### config.mk
export PLATFORM = sky130hd
export DESIGN_NAME = ra_bist_march_flat
export DESIGN_NICKNAME = d
export VERILOG_FILES = /design/src/rtl/ra_bist_march_if.sv /design/src/rtl/ra_bist_march.sv /design/src/flat_wrapper.sv
export SDC_FILE = /design/constraint.sdc
export NUM_CORES = 1
export LEC_CHECK = 0
export CORE_AREA = 2 2 155 157
export CTS_BUF_LIST = sky130_fd_sc_hd__clkbuf_8
export DETAILED_ROUTE_END_ITERATION = 10
export DIE_AREA = 0 0 157 159
export PLACE_DENSITY = 0.59
export RECOVER_POWER = 100
export SYNTH_ARGS = -nofsm -noshare
export SYNTH_HDL_FRONTEND = slang
export SYNTH_SLANG_ARGS = --single-unit
### constraint.sdc
create_clock -name clk -period 5.25 [get_ports clk]
set_input_delay 1.05 -clock clk [delete_from_list [all_inputs] [get_ports clk]]
set_output_delay 1.05 -clock clk [all_outputs]
set_load 0.005 [all_outputs]
### src/rtl/ra_bist_march_if.sv
// Port bundle between the array's functional side, the BIST controller and the SRAM macro.
// Signal names keep the original flat port names so existing hookups map one-to-one.
interface ra_bist_march_if #(
    parameter int ADR_W = 6,
    parameter int DAT_W = 72
);
    logic             rd0_enb_in, rd1_enb_in, wr0_enb_in;
    logic [ADR_W-1:0] rd0_adr_in, rd1_adr_in, wr0_adr_in;
    logic [DAT_W-1:0] wr0_dat_in;
    logic             rd0_enb_out, rd1_enb_out, wr0_enb_out;
    logic [ADR_W-1:0] rd0_adr_out, rd1_adr_out, wr0_adr_out;
    logic [DAT_W-1:0] wr0_dat_out;
    logic [DAT_W-1:0] rd0_dat, rd1_dat;

    // master: functional requester plus macro read data; slave: the BIST controller
    modport master (
        output rd0_enb_in, rd1_enb_in, wr0_enb_in,
        output rd0_adr_in, rd1_adr_in, wr0_adr_in, wr0_dat_in,
        input  rd0_enb_out, rd1_enb_out, wr0_enb_out,
        input  rd0_adr_out, rd1_adr_out, wr0_adr_out, wr0_dat_out,
        output rd0_dat, rd1_dat
    );
    modport slave (
        input  rd0_enb_in, rd1_enb_in, wr0_enb_in,
        input  rd0_adr_in, rd1_adr_in, wr0_adr_in, wr0_dat_in,
        output rd0_enb_out, rd1_enb_out, wr0_enb_out,
        output rd0_adr_out, rd1_adr_out, wr0_adr_out, wr0_dat_out,
        input  rd0_dat, rd1_dat
    );
endinterface

### src/rtl/ra_bist_march.sv
// March C- BIST controller for the register-array SRAM macro; transparent when not running.
// Six elements over all addresses, dual read-port compare, sticky fail and first-fail capture.
module ra_bist_march #(
    parameter int ADR_W  = 6,
    parameter int DAT_W  = 72,
    parameter int RD_LAT = 1
) (
    input  logic           clk,
    input  logic           reset,
    input  logic [31:0]    ctl,
    output logic [31:0]    status,
    ra_bist_march_if.slave bus,
    output logic           bist_fail,
    output logic           bist_passed
);
    localparam int PH_W = $clog2(RD_LAT + 1);
    localparam logic [PH_W-1:0]  PH_CMP   = PH_W'(RD_LAT);
    localparam logic [ADR_W-1:0] ADR_MAX  = '1;
    localparam logic [DAT_W-1:0] CB_PAT   = {(DAT_W/2){2'b01}};

    typedef enum logic [1:0] {IDLE, RUN, DONE} state_t;

    state_t           state_q, state_d;
    logic [2:0]       elem_q, elem_d;
    logic [ADR_W-1:0] adr_q, adr_d;
    logic [PH_W-1:0]  ph_q, ph_d;
    logic             start_run, step_done, last_adr, down;
    logic             cb_q, fail_q, ff_port_q;
    logic [2:0]       ff_elem_q;
    logic [ADR_W-1:0] ff_adr_q;
    logic [15:0]      fail_cnt_q;
    logic [DAT_W-1:0] bg, exp_dat, wr_dat;
    logic             cmp_en, miss0, miss1, busy, done;
    logic [16:0]      cnt_sum;
    logic [7:0]       ff_adr_ext;
    logic             unused_ctl;

    assign unused_ctl = ^ctl[31:3];

    assign busy = (state_q == RUN);
    assign done = (state_q == DONE);
    assign down = (elem_q >= 3'd3);

    // Background alternates per address parity in checkerboard mode
    assign bg      = cb_q ? (CB_PAT ^ {DAT_W{adr_q[0]}}) : '0;
    assign exp_dat = bg ^ {DAT_W{(elem_q == 3'd2) || (elem_q == 3'd4)}};
    assign wr_dat  = bg ^ {DAT_W{(elem_q == 3'd1) || (elem_q == 3'd3)}};

    assign cmp_en  = busy && (elem_q != 3'd0) && (ph_q == PH_CMP);
    assign miss0   = cmp_en && (bus.rd0_dat != exp_dat);
    assign miss1   = cmp_en && (bus.rd1_dat != exp_dat);
    assign cnt_sum = {1'b0, fail_cnt_q} + 17'(miss0) + 17'(miss1);

    always_ff @(posedge clk) begin
        if (reset) begin
            state_q    <= IDLE;
            elem_q     <= '0;
            adr_q      <= '0;
            ph_q       <= '0;
            cb_q       <= 1'b0;
            fail_q     <= 1'b0;
            fail_cnt_q <= '0;
            ff_elem_q  <= '0;
            ff_port_q  <= 1'b0;
            ff_adr_q   <= '0;
        end else begin
            state_q <= state_d;
            elem_q  <= elem_d;
            adr_q   <= adr_d;
            ph_q    <= ph_d;
            if (start_run) begin
                cb_q       <= ctl[2];
                fail_q     <= 1'b0;
                fail_cnt_q <= '0;
                ff_elem_q  <= '0;
                ff_port_q  <= 1'b0;
                ff_adr_q   <= '0;
            end else if (miss0 || miss1) begin
                fail_q     <= 1'b1;
                fail_cnt_q <= cnt_sum[16] ? 16'hFFFF : cnt_sum[15:0];
                if (!fail_q) begin
                    ff_elem_q <= elem_q;
                    ff_port_q <= !miss0;
                    ff_adr_q  <= adr_q;
                end
            end
        end
    end

    always_comb begin
        state_d   = state_q;
        elem_d    = elem_q;
        adr_d     = adr_q;
        ph_d      = ph_q;
        start_run = 1'b0;
        step_done = (elem_q == 3'd0) || (ph_q == PH_CMP);
        last_adr  = down ? (adr_q == '0) : (adr_q == ADR_MAX);
        case (state_q)
            IDLE, DONE: begin
                if (ctl[0]) begin
                    state_d   = RUN;
                    elem_d    = '0;
                    adr_d     = '0;
                    ph_d      = '0;
                    start_run = 1'b1;
                end
            end
            RUN: begin
                if (ctl[1]) begin
                    state_d = IDLE;
                end else if (!step_done) begin
                    ph_d = ph_q + PH_W'(1);
                end else begin
                    ph_d = '0;
                    // Address only wraps at element boundaries; descending elements start at the top
                    if (!last_adr) begin
                        adr_d = down ? adr_q - ADR_W'(1) : adr_q + ADR_W'(1);
                    end else if (elem_q == 3'd5) begin
                        state_d = DONE;
                    end else begin
                        elem_d = elem_q + 3'd1;
                        adr_d  = (elem_q >= 3'd2) ? ADR_MAX : '0;
                    end
                end
            end
            default: state_d = IDLE;
        endcase
    end

    always_comb begin
        ff_adr_ext              = '0;
        ff_adr_ext[ADR_W-1:0]   = ff_adr_q;
        status      = {fail_cnt_q, ff_adr_ext, 1'b0, ff_port_q, ff_elem_q, fail_q, done, busy};
        bist_fail   = fail_q;
        bist_passed = done & ~fail_q;
        if (busy) begin
            bus.rd0_enb_out = 1'b0;
            bus.rd1_enb_out = 1'b0;
            bus.wr0_enb_out = 1'b0;
            bus.rd0_adr_out = adr_q;
            bus.rd1_adr_out = adr_q;
            bus.wr0_adr_out = adr_q;
            bus.wr0_dat_out = wr_dat;
            if (elem_q == 3'd0) begin
                bus.wr0_enb_out = 1'b1;
            end else if (ph_q == '0) begin
                bus.rd0_enb_out = 1'b1;
                bus.rd1_enb_out = 1'b1;
            end else if (ph_q == PH_CMP && elem_q != 3'd5) begin
                bus.wr0_enb_out = 1'b1;
            end
        end else begin
            bus.rd0_enb_out = bus.rd0_enb_in;
            bus.rd1_enb_out = bus.rd1_enb_in;
            bus.wr0_enb_out = bus.wr0_enb_in;
            bus.rd0_adr_out = bus.rd0_adr_in;
            bus.rd1_adr_out = bus.rd1_adr_in;
            bus.wr0_adr_out = bus.wr0_adr_in;
            bus.wr0_dat_out = bus.wr0_dat_in;
        end
    end
endmodule

### src/flat_wrapper.sv
// flat-port wrapper written by rule: the top's interface ports become plain ports
module ra_bist_march_flat 
#(
    parameter int ADR_W  = 6,
    parameter int DAT_W  = 72,
    parameter int RD_LAT = 1
)
  (clk, reset, ctl, status, bist_fail, bist_passed, bus_rd0_enb_in, bus_rd1_enb_in, bus_wr0_enb_in, bus_rd0_adr_in, bus_rd1_adr_in, bus_wr0_adr_in, bus_wr0_dat_in, bus_rd0_enb_out, bus_rd1_enb_out, bus_wr0_enb_out, bus_rd0_adr_out, bus_rd1_adr_out, bus_wr0_adr_out, bus_wr0_dat_out, bus_rd0_dat, bus_rd1_dat);
  ra_bist_march_if #(.ADR_W(ADR_W), .DAT_W(DAT_W)) bus_i ();
  input  logic clk;
  input  logic reset;
  input  logic [31:0] ctl;
  output logic [31:0] status;
  output logic bist_fail;
  output logic bist_passed;
  input wire logic [$bits(bus_i.rd0_enb_in)-1:0] bus_rd0_enb_in;
  input wire logic [$bits(bus_i.rd1_enb_in)-1:0] bus_rd1_enb_in;
  input wire logic [$bits(bus_i.wr0_enb_in)-1:0] bus_wr0_enb_in;
  input wire logic [$bits(bus_i.rd0_adr_in)-1:0] bus_rd0_adr_in;
  input wire logic [$bits(bus_i.rd1_adr_in)-1:0] bus_rd1_adr_in;
  input wire logic [$bits(bus_i.wr0_adr_in)-1:0] bus_wr0_adr_in;
  input wire logic [$bits(bus_i.wr0_dat_in)-1:0] bus_wr0_dat_in;
  output wire logic [$bits(bus_i.rd0_enb_out)-1:0] bus_rd0_enb_out;
  output wire logic [$bits(bus_i.rd1_enb_out)-1:0] bus_rd1_enb_out;
  output wire logic [$bits(bus_i.wr0_enb_out)-1:0] bus_wr0_enb_out;
  output wire logic [$bits(bus_i.rd0_adr_out)-1:0] bus_rd0_adr_out;
  output wire logic [$bits(bus_i.rd1_adr_out)-1:0] bus_rd1_adr_out;
  output wire logic [$bits(bus_i.wr0_adr_out)-1:0] bus_wr0_adr_out;
  output wire logic [$bits(bus_i.wr0_dat_out)-1:0] bus_wr0_dat_out;
  input wire logic [$bits(bus_i.rd0_dat)-1:0] bus_rd0_dat;
  input wire logic [$bits(bus_i.rd1_dat)-1:0] bus_rd1_dat;
  assign bus_i.rd0_enb_in = bus_rd0_enb_in;
  assign bus_i.rd1_enb_in = bus_rd1_enb_in;
  assign bus_i.wr0_enb_in = bus_wr0_enb_in;
  assign bus_i.rd0_adr_in = bus_rd0_adr_in;
  assign bus_i.rd1_adr_in = bus_rd1_adr_in;
  assign bus_i.wr0_adr_in = bus_wr0_adr_in;
  assign bus_i.wr0_dat_in = bus_wr0_dat_in;
  assign bus_rd0_enb_out = bus_i.rd0_enb_out;
  assign bus_rd1_enb_out = bus_i.rd1_enb_out;
  assign bus_wr0_enb_out = bus_i.wr0_enb_out;
  assign bus_rd0_adr_out = bus_i.rd0_adr_out;
  assign bus_rd1_adr_out = bus_i.rd1_adr_out;
  assign bus_wr0_adr_out = bus_i.wr0_adr_out;
  assign bus_wr0_dat_out = bus_i.wr0_dat_out;
  assign bus_i.rd0_dat = bus_rd0_dat;
  assign bus_i.rd1_dat = bus_rd1_dat;
  ra_bist_march #(.ADR_W(ADR_W), .DAT_W(DAT_W), .RD_LAT(RD_LAT)) u_core (.clk(clk), .reset(reset), .ctl(ctl), .status(status), .bus(bus_i), .bist_fail(bist_fail), .bist_passed(bist_passed));
endmodule
-- After elaboration in Yosys (flattened, before gate mapping)
Index checks and enable logic that the tools add are counted.
- reduce and logical (&&, ||, !) cells: 22
- mux-type cells: 41
- $lt $le $gt $ge: 2
- equal/unequal tests: 20
- bitwise gates (word level): 5
- add/sub/neg operators: 6
- operators with widths (kind ; number):
    72-bit 2-to-1 mux ; 2
    72-bit != test ; 2
    72-bit bitwise XOR ; 2
    6-bit 2-to-1 mux ; 10
    36-bit inverter ; 1
    16-bit by 1-bit adder with 17-bit output ; 1
    17-bit by 1-bit adder with 17-bit output ; 1
    16-bit 2-to-1 mux ; 1
    3-bit 2-to-1 mux ; 5
    1-bit 2-to-1 mux ; 14
    6-bit one-hot mux with 2 select lines ; 1
    2-bit 2-to-1 mux ; 5
    3-bit != test (second input constant) ; 3
    6-bit by 1-bit adder with 6-bit output (second input constant) ; 1
    3-bit by 2-bit equality test with 1-bit output (second input constant) ; 2
    3-bit equality test (second input constant) ; 2
    6-bit equality test (second input constant) ; 1
    3-bit by 2-bit greater-or-equal comparator with 1-bit output (second input constant) ; 2
    6-bit logical NOT ; 1
    2-bit != test (second input constant) ; 3
    3-bit by 2-bit != test with 1-bit output (second input constant) ; 2
    3-bit one-hot mux with 2 select lines ; 1
    6-bit AND reduction ; 1
    6-bit by 1-bit subtractor with 6-bit output (second input constant) ; 1
    other kinds (22) ; 31
- input port bits: 271
- register bits: 40
- output and inout bits: 127

-- Longest topological paths before layout
- word-level depth: 8
- depth in mapped cells: 17
- mapped depth without buffers: 16

-- Least setup slack after synthesis
Ideal clock, no wire load.
- kind: input to register
- from: input port bus_rd0_dat[5]
- to: register u_core.fail_cnt_q[5]
- required time: 5113 ps
- cell stages on the path: 15
- arrival time: 3982 ps
- path slack: 1131 ps
- cell sequence: nor4_1 nand4_1 or4_1 a22oi_2 nor2_1 fa_1 ha_1 nand3_1 nor3_1 and2_1 nand4_1 clkbuf_1 nand2_1 a21oi_1 a311oi_1
- word-level cells in the longest chain between the ends: 5
- elaborated cells between the ends (all ways): 6
- ends and longest elaborated chain (item ; RTL line ; text):
    from (decl) ; flat_wrapper.sv:30 ; input wire logic [$bits(bus_i.rd0_dat)-1:0] bus_rd0_dat;
    72-bit != test * ; ra_bist_march.sv:50 ; assign miss0 = cmp_en && (bus.rd0_dat != exp_dat);
    1-bit logical AND * ; ra_bist_march.sv:50 ;
    16-bit by 1-bit adder with 17-bit output ; ra_bist_march.sv:52 ; assign cnt_sum = {1'b0, fail_cnt_q} + 17'(miss0) + 17'(miss1);
    17-bit by 1-bit adder with 17-bit output ; ra_bist_march.sv:52 ;
    16-bit 2-to-1 mux ; ra_bist_march.sv:80 ; fail_cnt_q <= cnt_sum[16] ? 16'hFFFF : cnt_sum[15:0];
    to (signal assigned) ; ra_bist_march.sv:80 ;
    to (decl) ; ra_bist_march.sv:31 ; logic [15:0] fail_cnt_q;
Every way passes the cells marked *; elsewhere a longest branch is shown, timed or not.
A chain may end at the register's enable or synchronous reset.

-- Worst setup path in the final report
- from: input port bus_rd0_dat[63]
- to: register u_core.fail_cnt_q[3]
The elaborated chain is that of the path after synthesis.

==> flow_metrics.env <==
export IMPL_max_freq_mhz=211
export IMPL_synthSimpleGateAreaFrac=0.499
export IMPL_drt_iter0_markers=147
export IMPL_grt_util_all_layers=0.146
export IMPL_setup_tns_ns=0
export IMPL_crit_arrival_ns=4.83
export IMPL_critPathRequiredTime_ns=5.33
export IMPL_irDropWorstVdd_v=0.000120
export IMPL_yosys_area_top_type="nand2_1"
export IMPL_p_per_area_nw_per_um2=132
export IMPL_insertion_delay_ns=0.30
export IMPL_diodes=0
export IMPL_vias=5592
export IMPL_synth_xor_area_frac=0.0190
export IMPL_cts_setup_buffers=0
export IMPL_regArea_sq_um=801
export IMPL_clock_skew_final_ns=0.0103
export IMPL_drt_first_pass_iters=4
export IMPL_path_class="primary input to flip-flop"
export IMPL_synth_compound_area_share=0.137
export IMPL_async_reset_ff_frac=0
export IMPL_routedWlPerCell_um=15.5
export IMPL_finalSetupViolCount=0
export IMPL_violations="capacitance limit, slew limit"
export IMPL_htree_levels=2
export IMPL_cp_end_kind="flip-flop"
export IMPL_grt_pass1_wl_um=28600
export IMPL_grt_pass1_vias=5545
export IMPL_gp_congestion=0.798
export IMPL_synthCells=588
export IMPL_path_clk_slew_ns=0.08
export IMPL_drv_cap=2
export IMPL_antenna_left=0
export IMPL_hp_class="flip-flop to flip-flop"
export IMPL_cts_sinks=40
export IMPL_finalCritPeriodShare=0.905
export IMPL_synth_area_leaders="nand2_1 22%, dfxtp_1 22%, nand4_1 8.3%"
export IMPL_antenna_found_initial=0
export IMPL_finalMaxSlewViolations=69
export IMPL_synthMuxAreaShare=0.0193
export IMPL_rows=56
export IMPL_viasPerCell=4.47
export IMPL_final_util=0.333
export IMPL_synth_top_family_by_area="simple AND/OR/NAND/NOR gates"
export IMPL_power_w=0.00102
export IMPL_grt_start_max_net_pins=62
export IMPL_die_area_sq_um=25000
export IMPL_synth_edff_count=0
export IMPL_multiInputGateArea_sq_um=2660
export IMPL_synth_top_area_share=0.224
export IMPL_stdcell_area_sq_um=7730
export IMPL_postCtsResizedCells=0
export IMPL_hold_violations=0
export IMPL_ys_types=49
export IMPL_wirelength_um=19400
export IMPL_rsz0062_at_grt="no"
export IMPL_path_max_fanout=16
export IMPL_max_slew_margin=-0.341
export IMPL_drive_gt1_frac=0.0204
export IMPL_leakagePower_nw=3.24
export IMPL_ys_seq_elements=40
export IMPL_grt_overflow_total=0
export IMPL_cts_tree="done"
export IMPL_clockRootBuffer="clkbuf_8"
export IMPL_start_util=0.159
export IMPL_die_h_um=159
export IMPL_synth_adder_area_share=0.0447
export IMPL_syn_area_sq_um=3690
export IMPL_area_growth_pct=109
export IMPL_final_nets=1215
export IMPL_synth_seq_area_share=0.217
export IMPL_avgSynthCellArea_sq_um=6.28
export IMPL_clock_path_buffers=2
export IMPL_ff2ff_path_depth=17
export IMPL_dpl_cell_area_sq_um=7630
export IMPL_ios=398
export IMPL_hold_depth=2
export IMPL_synth_flop_cell="dfxtp_1"
export IMPL_period_needed_ns=4.75
export IMPL_status="finished, violations left"
export IMPL_drc=0
export IMPL_dieWidth_um=157
export IMPL_port_buffers=365
export IMPL_core_area_sq_um=23200
export IMPL_cp_start_kind="primary input"
export IMPL_cts_buffers=5
export IMPL_tightest_slew_ns=2.01
export IMPL_postCtsHoldBufs=0
export IMPL_yosys_warnings=0
export IMPL_nFillCells=2518
export IMPL_hpwlAfterDp_um=16200
[synth_stat cells (all sizes together) (2+ instances only)]
cell type,count
mux2i,6
a31oi,6
ha,10
nand4,49
xor2,2
clkbuf,23
nor3,13
and4,5
a21oi,22
buf,13
and3,5
nor2b,4
dfxtp,40
a41oi,2
or4,4
o31ai,2
a311oi,9
nand2b,7
nor2,30
o21ai,14
nor4,41
xnor2,6
nand2,220
nand3,16
a22oi,3
a21o,5
inv,15
a211oi,4
fa,2
[cell type report]
| class | instances | share of cell area |
|---|---|---|
| clock buffer | 5 | 0.00890 |
| clock inverter | 2 | 0.00777 |
| inverter | 15 | 0.00729 |
| multi-input combinational | 499 | 0.344 |
| sequential | 40 | 0.104 |
| tap | 319 | 0.0516 |
| timing repair buffer | 371 | 0.477 |
[where the power goes]
| group | switching [W] | leakage (nW) | internal, W |
|---|---|---|---|
| Combinational | 0.000148 | 2.85 | 0.000271 |
| Clock | 0.000109 | 0.0642 | 0.000187 |
| Sequential | 0.00000213 | 0.323 | 0.000305 |
[stage by stage]
stage | hold WS [ns] | cells | worst slack (ns)
2_1_floorplan | 0.444 | 590 | 1.13
3_3_place_gp | 0.446 | 1244 | 0.375
3_5_place_dp | 0.452 | 1244 | 0.351
4_1_cts | 0.463 | 1251 | 0.679
5_1_grt | 0.480 | 1251 | 0.214
6_report | 0.453 | 1251 | 0.501
[path summary, 6_finish.rpt]
check	from	endpoint	slack, ns
worst min register to register	u_core.ff_adr_q[5]	u_core.ff_adr_q[5]	0.45
worst max-delay path	bus_rd0_dat[63]	u_core.fail_cnt_q[3]	0.50
worst max register to register	u_core.elem_q[0]	u_core.fail_cnt_q[3]	0.89
worst min-delay path	u_core.ff_adr_q[5]	u_core.ff_adr_q[5]	0.45
[worst max-delay path, stage by stage]
cell,delay (ns)
dlygate4sd3_1,0.55
nor4_1,0.27
buf_4,0.17
nand4_1,0.09
or4_1,0.53
a22oi_1,0.33
nor2_1,0.10
fa_1,0.41
ha_1,0.22
nand3_1,0.15
nor3_1,0.15
and2_0,0.23
nand4_1,0.11
buf_4,0.20
nand2_1,0.07
a21oi_1,0.15
a311oi_1,0.07
[per-layer routing]
layer,share of wire,vias to the layer above,track usage
li1,-,2784,-
met1,0.36,2525,0.145
met2,0.51,260,0.286
met3,0.087,23,0.0354
met4,0.034,0,0.0538
met5,0,-,0
[cell usage in the layout (no fill, tap or decap), types with 3 or more instances in the layout]
cell	count
mux2i_1	6
ha_1	10
inv_1	15
buf_4	3
and4_1	4
clkbuf_8	5
a21oi_1	22
a311oi_1	9
nand3_1	16
nor4_1	41
nor2_1	30
nor3_1	13
clkdlybuf4s50_1	273
conb_1	3
o21ai_0	14
a31oi_1	6
xnor2_1	6
or4_1	3
and3_1	5
a21o_1	5
nand2b_1	6
nand2_1	220
nor2b_1	4
nand4_1	49
dlygate4sd3_1	92
dfxtp_1	40
a211oi_1	3
[state kept, by name, summed over array words and instances, names as in the netlist]
| register | count |
|---|---|
| u_core.ph_q | 1 |
| u_core.ff_port_q | 1 |
| u_core.bist_fail | 1 |
| u_core.elem_q | 3 |
| u_core.fail_cnt_q | 16 |
| u_core.adr_q | 6 |
| u_core.ff_elem_q | 3 |
| u_core.state_q | 2 |
| u_core.ff_adr_q | 6 |
| u_core.cb_q | 1 |
[logic make-up after synthesis]
family          after synthesis
flops                        40
other cells                   1
fa+ha+maj                    12
mux                           7
compound gates               73
simple gates                396
buf+inv                      51
xor+xnor                      8
Power figures use the tool's default switching activity.
